### src/rtl/subtracter_pkg.sv
// Shared types and sizing helpers for the multicycle subtracter.
package subtracter_pkg;

    typedef enum logic [1:0] {
        StIdle,
        StRun,
        StDone
    } state_e;

    localparam int unsigned DefaultWidth = 16;
    localparam int unsigned DefaultChunk = 4;

    function automatic int unsigned calc_nchunk(int unsigned width, int unsigned chunk);
        return width / chunk;
    endfunction

    // A single-chunk configuration still needs a 1-bit index register.
    function automatic int unsigned calc_idx_width(int unsigned nchunk);
        return (nchunk > 32'd1) ? int'($clog2(nchunk)) : 32'd1;
    endfunction

endpackage

### src/rtl/multicycle_subtracter_if.sv
// Operand and result handshakes of the multicycle subtracter.
interface multicycle_subtracter_if
    import subtracter_pkg::*;
#(
    parameter int unsigned WIDTH = DefaultWidth
) ();

    logic             in_valid;
    logic             in_ready;
    logic [WIDTH-1:0] a;
    logic [WIDTH-1:0] b;
    logic             lent;
    logic             out_valid;
    logic             out_ready;
    logic [WIDTH-1:0] a_minus_b;
    logic             borrowed_bit;
    logic             zero;

    modport master (
        output in_valid, a, b, lent, out_ready,
        input  in_ready, out_valid, a_minus_b, borrowed_bit, zero
    );

    modport slave (
        input  in_valid, a, b, lent, out_ready,
        output in_ready, out_valid, a_minus_b, borrowed_bit, zero
    );

endinterface

### src/rtl/chunk_subtracter.sv
// CHUNK-bit combinational ripple of full subtracters.
module chunk_subtracter #(
    parameter int unsigned CHUNK = 4
) (
    input  logic [CHUNK-1:0] a,
    input  logic [CHUNK-1:0] b,
    input  logic             lent,
    output logic [CHUNK-1:0] a_minus_b,
    output logic             borrowed_bit
);

    logic [CHUNK:0] brw;

    always_comb begin
        brw       = '0;
        a_minus_b = '0;
        brw[0]    = lent;
        for (int i = 0; i < int'(CHUNK); i++) begin
            a_minus_b[i] = a[i] ^ b[i] ^ brw[i];
            brw[i+1]     = (~a[i] & b[i]) | (~(a[i] ^ b[i]) & brw[i]);
        end
        borrowed_bit = brw[CHUNK];
    end

endmodule

### src/rtl/multicycle_subtracter.sv
// Unsigned a - b - lent, one CHUNK-bit slice per clock, valid/ready on both sides.
// Define SUBTRACTER_SATURATE_EN to clamp underflowing results to zero.
module multicycle_subtracter
    import subtracter_pkg::*;
#(
    parameter int unsigned WIDTH = DefaultWidth,
    parameter int unsigned CHUNK = DefaultChunk
) (
    input logic                   clk,
    input logic                   rst,
    multicycle_subtracter_if.slave bus
);

    localparam int unsigned NChunk = calc_nchunk(WIDTH, CHUNK);
    localparam int unsigned IdxW   = calc_idx_width(NChunk);

    if (WIDTH % CHUNK != 0) begin : g_bad_chunk
        $error("WIDTH must be a multiple of CHUNK");
    end

    state_e           state_q, state_d;
    logic [IdxW-1:0]  idx_q, idx_d;
    logic [WIDTH-1:0] a_q, a_d;
    logic [WIDTH-1:0] b_q, b_d;
    logic [WIDTH-1:0] part_q, part_d;
    logic [WIDTH-1:0] res_q, res_d;
    logic             brw_q, brw_d;
    logic             borrowed_q, borrowed_d;
    logic             zero_q, zero_d;

    logic [31:0]      base;
    logic [CHUNK-1:0] chunk_a;
    logic [CHUNK-1:0] chunk_b;
    logic [CHUNK-1:0] chunk_diff;
    logic             chunk_borrow;
    logic             last_chunk;

    assign base       = 32'(idx_q) * CHUNK;
    assign chunk_a    = a_q[base +: CHUNK];
    assign chunk_b    = b_q[base +: CHUNK];
    assign last_chunk = (idx_q == IdxW'(NChunk - 1));

    chunk_subtracter #(
        .CHUNK (CHUNK)
    ) u_chunk (
        .a            (chunk_a),
        .b            (chunk_b),
        .lent         (brw_q),
        .a_minus_b    (chunk_diff),
        .borrowed_bit (chunk_borrow)
    );

    always_comb begin
        state_d    = state_q;
        idx_d      = idx_q;
        a_d        = a_q;
        b_d        = b_q;
        part_d     = part_q;
        res_d      = res_q;
        brw_d      = brw_q;
        borrowed_d = borrowed_q;
        zero_d     = zero_q;

        unique case (state_q)
            StIdle: begin
                if (bus.in_valid) begin
                    a_d     = bus.a;
                    b_d     = bus.b;
                    brw_d   = bus.lent;
                    idx_d   = '0;
                    part_d  = '0;
                    state_d = StRun;
                end
            end
            StRun: begin
                part_d[base +: CHUNK] = chunk_diff;
                brw_d                 = chunk_borrow;
                if (last_chunk) begin
                    // Output registers see only the complete result.
                    res_d      = part_d;
                    borrowed_d = chunk_borrow;
                    zero_d     = (part_d == '0);
`ifdef SUBTRACTER_SATURATE_EN
                    if (chunk_borrow) begin
                        res_d  = '0;
                        zero_d = 1'b1;
                    end
`endif
                    state_d = StDone;
                end else begin
                    idx_d = idx_q + IdxW'(1);
                end
            end
            StDone: begin
                if (bus.out_ready) begin
                    state_d = StIdle;
                end
            end
            default: state_d = StIdle;
        endcase
    end

    always_ff @(posedge clk or posedge rst) begin
        if (rst) begin
            state_q    <= StIdle;
            idx_q      <= '0;
            a_q        <= '0;
            b_q        <= '0;
            part_q     <= '0;
            res_q      <= '0;
            brw_q      <= 1'b0;
            borrowed_q <= 1'b0;
            zero_q     <= 1'b0;
        end else begin
            state_q    <= state_d;
            idx_q      <= idx_d;
            a_q        <= a_d;
            b_q        <= b_d;
            part_q     <= part_d;
            res_q      <= res_d;
            brw_q      <= brw_d;
            borrowed_q <= borrowed_d;
            zero_q     <= zero_d;
        end
    end

    assign bus.in_ready     = (state_q == StIdle) && !rst;
    assign bus.out_valid    = (state_q == StDone);
    assign bus.a_minus_b    = res_q;
    assign bus.borrowed_bit = borrowed_q;
    assign bus.zero         = zero_q;

endmodule

### src/flat_wrapper.sv
// flat-port wrapper written by rule: the top's interface ports become plain ports
module multicycle_subtracter_flat import subtracter_pkg::*;
#(
    parameter int unsigned WIDTH = DefaultWidth,
    parameter int unsigned CHUNK = DefaultChunk
)
  (clk, rst, bus_in_valid, bus_a, bus_b, bus_lent, bus_out_ready, bus_in_ready, bus_out_valid, bus_a_minus_b, bus_borrowed_bit, bus_zero);
  multicycle_subtracter_if #(.WIDTH(WIDTH)) bus_i ();
  input logic clk;
  input logic rst;
  input wire logic [$bits(bus_i.in_valid)-1:0] bus_in_valid;
  input wire logic [$bits(bus_i.a)-1:0] bus_a;
  input wire logic [$bits(bus_i.b)-1:0] bus_b;
  input wire logic [$bits(bus_i.lent)-1:0] bus_lent;
  input wire logic [$bits(bus_i.out_ready)-1:0] bus_out_ready;
  output wire logic [$bits(bus_i.in_ready)-1:0] bus_in_ready;
  output wire logic [$bits(bus_i.out_valid)-1:0] bus_out_valid;
  output wire logic [$bits(bus_i.a_minus_b)-1:0] bus_a_minus_b;
  output wire logic [$bits(bus_i.borrowed_bit)-1:0] bus_borrowed_bit;
  output wire logic [$bits(bus_i.zero)-1:0] bus_zero;
  assign bus_i.in_valid = bus_in_valid;
  assign bus_i.a = bus_a;
  assign bus_i.b = bus_b;
  assign bus_i.lent = bus_lent;
  assign bus_i.out_ready = bus_out_ready;
  assign bus_in_ready = bus_i.in_ready;
  assign bus_out_valid = bus_i.out_valid;
  assign bus_a_minus_b = bus_i.a_minus_b;
  assign bus_borrowed_bit = bus_i.borrowed_bit;
  assign bus_zero = bus_i.zero;
  multicycle_subtracter #(.WIDTH(WIDTH), .CHUNK(CHUNK)) u_core (.clk(clk), .rst(rst), .bus(bus_i));
endmodule
### config.mk
export PLATFORM = sky130hd
export DESIGN_NAME = multicycle_subtracter_flat
export DESIGN_NICKNAME = d
export VERILOG_FILES = /design/src/rtl/subtracter_pkg.sv /design/src/rtl/multicycle_subtracter_if.sv /design/src/rtl/chunk_subtracter.sv /design/src/rtl/multicycle_subtracter.sv /design/src/flat_wrapper.sv
export SDC_FILE = /design/constraint.sdc
export NUM_CORES = 1
export LEC_CHECK = 0
export BUFFER_PORTS_ARGS = -buffer_cell sky130_fd_sc_hd__buf_2
export CORE_MARGIN = 1.5
export CORE_UTILIZATION = 23
export DETAILED_ROUTE_END_ITERATION = 10
export GPL_TIMING_DRIVEN = 0
export MAX_ROUTING_LAYER = met4
export SLEW_MARGIN = 20
export SYNTH_ARGS = -nofsm -noshare
export SYNTH_HDL_FRONTEND = slang
export SYNTH_SLANG_ARGS = --single-unit
### constraint.sdc
create_clock -name clk -period 3.8 [get_ports clk]
set_input_delay 0.76 -clock clk [delete_from_list [all_inputs] [get_ports clk]]
set_output_delay 0.76 -clock clk [all_outputs]
set_load 0.02 [all_outputs]
==> flow_summary.ini, run 1 <==
[die]
top_level_ports = 57
die_h_um = 124
die_area_mm2 = 0.0155
dieWidth_um = 124
fp.coreArea_mm2 = 0.0144
rows = 44
start_util_pct = 23.5

[synthesis]
synth_xor_area_share_pct = 0
synthMuxAreaShare_pct = 18.6
synthesis.instances = 279
syn_nets = 326
async_flop_share_pct = 100
synth_area_leaders = dfrtp_1 52%, mux2_2 13%, mux4_2 5.3%
avgSynthCellArea_um2 = 12.1
synth-simple-area-share_pct = 8.87
synth_common_cells = 71 x dfrtp_1, 40 x mux2_2, 21 x inv_1, 18 x nand2_1, 15 x o21ai_0
ys_seq_elements = 71
synth_flop_cell = dfrtp_1
synth.most_common_cell = dfrtp_1
yosysTopAreaCell = dfrtp_1
synth-edff-count = 0
synth_compound_area_share_pct = 10.7
synth-adder-area-share_pct = 4.58
synth_area_mm2 = 0.00338
synthDistinctLibCells = 36
synth.yosys.seq_area_share_pct = 52.5
synth_top_family_by_area = multiplexers
yosysWarnings = 0
synth_top_area_share_pct = 52.5

[detailed_routing]
vias_per_cell = 4.49
avgRoutedWirePerCell_um = 15.2
ant_nets = 0
drt-initial-drc-count = 118
routed_wl_um = 8110
routed-via-count = 2402
first_pass_iters = 4
drc = 0

[clock_network]
clock-sinks = 71
cts-htree-levels = 3
cts_buffers = 9
insertion_delay_ns = 0.33
tritoncts = built
cts_buffer_depth = 2
cts_setup_buffers = 0
clock-root-buffer = clkbuf_16
path_clk_slew_ns = 0.06
hold_buffers = 0
ctsResizeCount = 2

[setup_path]
crit_family = adder cells
cp_cell_sequence = buf_6, mux4_2, inv_1, fa_1, inv_1, fa_1, fa_1, inv_1, fa_1, a21oi_1, nor4_2, a32o_1
cp_slowest_stage_delay_ns = 0.58
end_kind = flip-flop
cpMaxStageDelayCell = fa_1
arrival_ns = 3.80
crit_start = u_core.idx_q[0]
critPathBufInv = 4
cp-start-kind = flip-flop
critPathMaxFanout = 10
required_ns = 4.02
crit_top_cell = fa_1
crit_type = flip-flop to flip-flop
reg2reg_from = u_core.idx_q[0]

[sta]
hold_violations = 0
fin_worst_skew_ns = 0.00586
period_needed_ns = 3.58
setup_violations = 0
period_share_pct = 94.3
slew_viol_final = 0
tightest_slew_ns = 0.544
fmax_mhz = 279
slew_headroom_pct = 63.7
rsz0062_at_grt = no

[global_routing]
grt_max_degree = 50
antenna_found_initial = 0
grt_usage_pct = 11.5
grt_pass1_wl_um = 13500
overflow = 0
grt_pass1_vias = 2502

[run]
maxCapViolCount = 0

[outcome]
status = finished clean

[layout]
nets = 393
syn_to_final_growth_pct = 25.7
fillers = 1512
layoutNonFillerInstCount = 535
drive_gt1_share_pct = 38.7
antenna_cells = 0

[placed_design]
portBuffers = 56
hpwl_um = 5860
dp_cells = 520
globalplace.congestion = 0.821

[power]
total_power_mw = 4.52
vdd_drop_max_mv = 0.437
power_leakage_nw = 1.93
power_density_mw_per_mm2 = 1060

[min_path]
min_path_type = primary input to asynchronous set/reset pin
-- worst paths after layout --
kind | end | slack [ns] | cells past startpoint
max in group asynchronous | u_core.idx_q[0] | 2.85 | 3
min in group clk | u_core.bus.a_minus_b[15] | 0.47 | 2
setup / recovery | u_core.bus.zero | 0.22 | 12
setup reg to reg | u_core.bus.zero | 0.22 | 12
hold / removal | u_core.a_q[4] | 0.40 | 2
hold reg to reg | u_core.bus.a_minus_b[15] | 0.47 | 2
-- state kept, by name, summed over array words and instances (netlist names) --
| name | count |
|---|---|
| u_core.idx_q | 2 |
| u_core.bus.a_minus_b | 16 |
| u_core.bus.zero | 1 |
| u_core.part_q | 16 |
| u_core.b_q | 16 |
| u_core.state_q | 2 |
| u_core.a_q | 16 |
| u_core.bus.borrowed_bit | 1 |
| u_core.brw_q | 1 |
-- layout make-up --
class / instances / area [um^2] / share of cell area, %
timing repair buffer: 57 / 308 / 7.24
multi-input combinational: 172 / 1450 / 34.1
sequential: 71 / 1780 / 41.8
clock inverter: 5 / 81.3 / 1.91
inverter: 21 / 81.3 / 1.91
buffer: 14 / 82.6 / 1.94
tap: 184 / 230 / 5.41
clock buffer: 11 / 243 / 5.71
-- routing by layer --
metal  track usage [%]  wire length (um)  up-vias
met5                 -                 0        -
met3              3.35               542       14
met4              5.07               176        0
met1              14.7              3660     1168
met2              17.1              3740       91
li1                  -                 -     1129
-- cell usage in the layout, fill, tap and decap left out, drive strengths merged --
| cell | instances |
|---|---|
| a21oi | 13 |
| a221oi | 1 |
| a22o | 9 |
| a22oi | 1 |
| a32o | 1 |
| and2b | 1 |
| and4 | 2 |
| buf | 67 |
| bufinv | 2 |
| clkbuf | 15 |
| clkinv | 2 |
| clkinvlp | 1 |
| dfrtp | 71 |
| fa | 4 |
| ha | 6 |
| inv | 21 |
| mux2 | 40 |
| mux4 | 8 |
| nand2 | 19 |
| nand2b | 2 |
| nand3 | 1 |
| nand4 | 3 |
| nand4bb | 1 |
| nor2 | 12 |
| nor2b | 7 |
| nor3 | 4 |
| nor3b | 1 |
| nor4 | 4 |
| o21ai | 17 |
| o21bai | 1 |
| o22ai | 8 |
| o2bb2ai | 4 |
| o31ai | 1 |
| or2 | 1 |
-- cell families (layout without fill, tap and decap cells) --
family,count (synthesis),count (layout)
simple gates,58,58
buf+inv,36,108
compound gates,56,56
flops,71,71
fa+ha+maj,10,10
mux,48,48
-- power breakdown --
group	total, mW	switching [mW]	internal, mW
sequential	1.31	0.205	1.10
clock	0.912	0.319	0.592
combinational	2.30	1.39	0.906
-- stage by stage --
step           area [um^2]  TNS (ns)  hold WS (ns)  setup slack (ns)  utilization (%)
3_3_place_gp          3890   -0.0581         0.464           -0.0581             27.0
6_report              4250         0         0.397             0.218             29.5
3_5_place_dp          3930    -0.106         0.469            -0.106             27.2
4_1_cts               4260         0         0.401            0.0531             29.5
5_1_grt               4250         0         0.413            0.0401             29.5
2_1_floorplan         3380         0         0.456             0.353                -
(Power assumes the default switching activity.)
==> run 2: changes to the inputs <==
--- a/config.mk
+++ b/config.mk
@@ -7,10 +7,11 @@
 export LEC_CHECK = 0
 export BUFFER_PORTS_ARGS = -buffer_cell sky130_fd_sc_hd__buf_2
 export CORE_MARGIN = 1.5
-export CORE_UTILIZATION = 23
+export CORE_UTILIZATION = 50
 export DETAILED_ROUTE_END_ITERATION = 10
 export GPL_TIMING_DRIVEN = 0
 export MAX_ROUTING_LAYER = met4
+export PLACE_DENSITY = 0.72
 export SLEW_MARGIN = 20
 export SYNTH_ARGS = -nofsm -noshare
 export SYNTH_HDL_FRONTEND = slang
==> constraint.sdc (replaced) <==
create_clock -name clk -period 3.8 [get_ports clk]
set_input_delay 0.76 -clock clk [delete_from_list [all_inputs] [get_ports clk]]
set_output_delay 0.76 -clock clk [all_outputs]
set_load 0.01 [all_outputs]
==> run 2 against run 1 <==
  * The flow now finishes with violations (design-rule violations)
  * Register-to-register slack worse by 0.04 ns
  * Count of clock-buffer cells in the layout is 1 lower
  * Clock power shrank 5.0%
  * Non-clock buffer count is the same
  * Critical path type unchanged
  * Setup slack worse by 0.036 ns
==> flow_summary.ini, run 2 (synthesis results as in run 1) <==
[sta]
rsz0062_at_grt = no
period_share_pct = 95.2
fin_worst_skew_ns = 0.00844
tightest_slew_ns = 0.548
tns_ns = 0
slew_viol_final = 0
hold_violations = 0
period_needed_ns = 3.62
fmax_mhz = 276
fin_hold_ws_ns = 0.389
slew_headroom_pct = 63.1
setup_violations = 0

[clock_network]
path_clk_slew_ns = 0.08
cts_buffers = 9
cts_buffer_depth = 2
insertion_delay_ns = 0.34
tritoncts = built
clock-sinks = 71
clock-root-buffer = clkbuf_8
cts-htree-levels = 3
cts_setup_buffers = 0
hold_buffers = 0

[detailed_routing]
drc = 3
routed-via-count = 2404
routed_wl_um = 6870
drt-initial-drc-count = 88
ant_nets = 0
vias_per_cell = 5.62
first_pass_iters = 7
avgRoutedWirePerCell_um = 16.0

[global_routing]
grt_pass1_vias = 2518
antenna_found_initial = 0
grt_usage_pct = 21.7
overflow = 0
grt_pass1_wl_um = 11700
grt_max_degree = 49

[setup_path]
crit_type = flip-flop to flip-flop
r2r_end = u_core.bus.zero
cp_slowest_stage_delay_ns = 0.57
cp_cell_sequence = buf_4, mux4_2, inv_1, fa_1, inv_1, fa_1, fa_1, inv_1, fa_1, a21oi_1, nor4_2, a32o_1
cp-start-kind = flip-flop
cpMaxStageDelayCell = fa_1
critPathMaxFanout = 10
required_ns = 4.04
end_kind = flip-flop
crit_top_cell = fa_1
reg2reg_from = u_core.idx_q[0]
r2r_cells = 12
arrival_ns = 3.85
regToRegSetupSlack_ns = 0.18

[layout]
layout_common_cells = 71 x dfrtp_1, 62 x buf_2, 40 x mux2_2
ff_latch_area_mm2 = 0.00178
final_common_cell = dfrtp_1
fillers = 521
antenna_cells = 0
multi_input_area_mm2 = 0.00145
postLayoutCoreUtil_pct = 63.2
nets = 393
syn_to_final_growth_pct = 20.6
drive_gt1_share_pct = 38.7

[die]
rows = 29
dieWidth_um = 85.3
fp.coreArea_mm2 = 0.00646
start_util_pct = 52.4
die_h_um = 85.3
top_level_ports = 57
die_area_mm2 = 0.00727

[power]
power_leakage_nw = 1.92
power_density_mw_per_mm2 = 1060
power.switching_mw = 1.73
power_frac_comb_pct = 49.7
clkPwrFrac_pct = 20.1
internal_power_mw = 2.57
switching_share_pct = 40.3
power_frac_seq_pct = 30.2
vdd_drop_max_mv = 0.580

[placed_design]
globalplace.congestion = 0.892
hpwl_um = 4940
portBuffers = 56

[outcome]
failed_checks = design-rule violations
status = finished, violations left

[run]
maxCapViolCount = 0

[min_path]
min_path_type = primary input to asynchronous set/reset pin
run 2: changes by cell type in the layout (fill, tap and decap cells not counted), sizes merged:
cell | before | now
bufinv | 2 | 5
clkbuf | 15 | 14
clkinv | 2 | 1
clkinvlp | 1 | 0
run 2: power by group through the flow:
stage / combinational (mW) / clock, mW / sequential (mW)
2_1_floorplan: 1.55 / 0 / 1.29
3_3_place_gp: 2.10 / 0 / 1.29
3_5_place_dp: 2.13 / 0 / 1.32
4_1_cts: 2.16 / 0.878 / 1.30
5_1_grt: 2.38 / 0.908 / 1.35
6_report: 2.14 / 0.866 / 1.30
run 2: layout make-up:
cell class / count / share of cell area (%)
multi-input combinational: 172 / 35.5
clock inverter: 6 / 3.80
timing repair buffer: 57 / 7.54
clock buffer: 10 / 3.37
sequential: 71 / 43.5
inverter: 21 / 1.99
tap: 77 / 2.36
buffer: 14 / 1.93
run 2: through the flow:
stage          std cells  area [um^2]  power, mW  setup WS [ns]
2_1_floorplan        279         3380       2.84          0.353
3_3_place_gp         412         3760       3.40       -0.00639
3_5_place_dp         413         3790       3.45        -0.0207
4_1_cts              429         4090       4.34         0.0488
5_1_grt              428         4080       4.63        0.00671
6_report             428         4080       4.31          0.182
run 2: worst max path at each step:
stage,start,end,slack (ns),cells after the start
3_5_place_dp,u_core.idx_q[0],u_core.bus.zero,-0.02,13
3_3_place_gp,u_core.idx_q[0],u_core.bus.zero,-0.006,13
2_1_floorplan,u_core.idx_q[0],u_core.bus.zero,0.35,13
5_1_grt,u_core.idx_q[0],u_core.bus.zero,0.007,12
4_1_cts,u_core.idx_q[0],u_core.bus.zero,0.05,13
6_report,u_core.idx_q[0],u_core.bus.zero,0.18,12
run 2: repair_timing:
item | 4_1_cts | 5_1_grt
resized for setup | 1 | 0
setup endpoints to repair | 1 | 1
endpoints found under the hold margin | 0 | 0
run 2: layer usage:
layer  vias up  wire (um)  track usage, %
met4         0        132            8.94
met5         -          0               -
met3         9        350            5.35
met2        72       3320            32.6
met1      1196       3070            28.5
li1       1127          -               -
run 2: critical path, delay by kind of cell (launching register included):
kind            cells  cell delay, ns
fa+ha+maj           4            1.47
mux                 1            0.54
buf+inv             4            0.49
compound gates      2            0.48
flops               1            0.47
simple gates        1            0.07
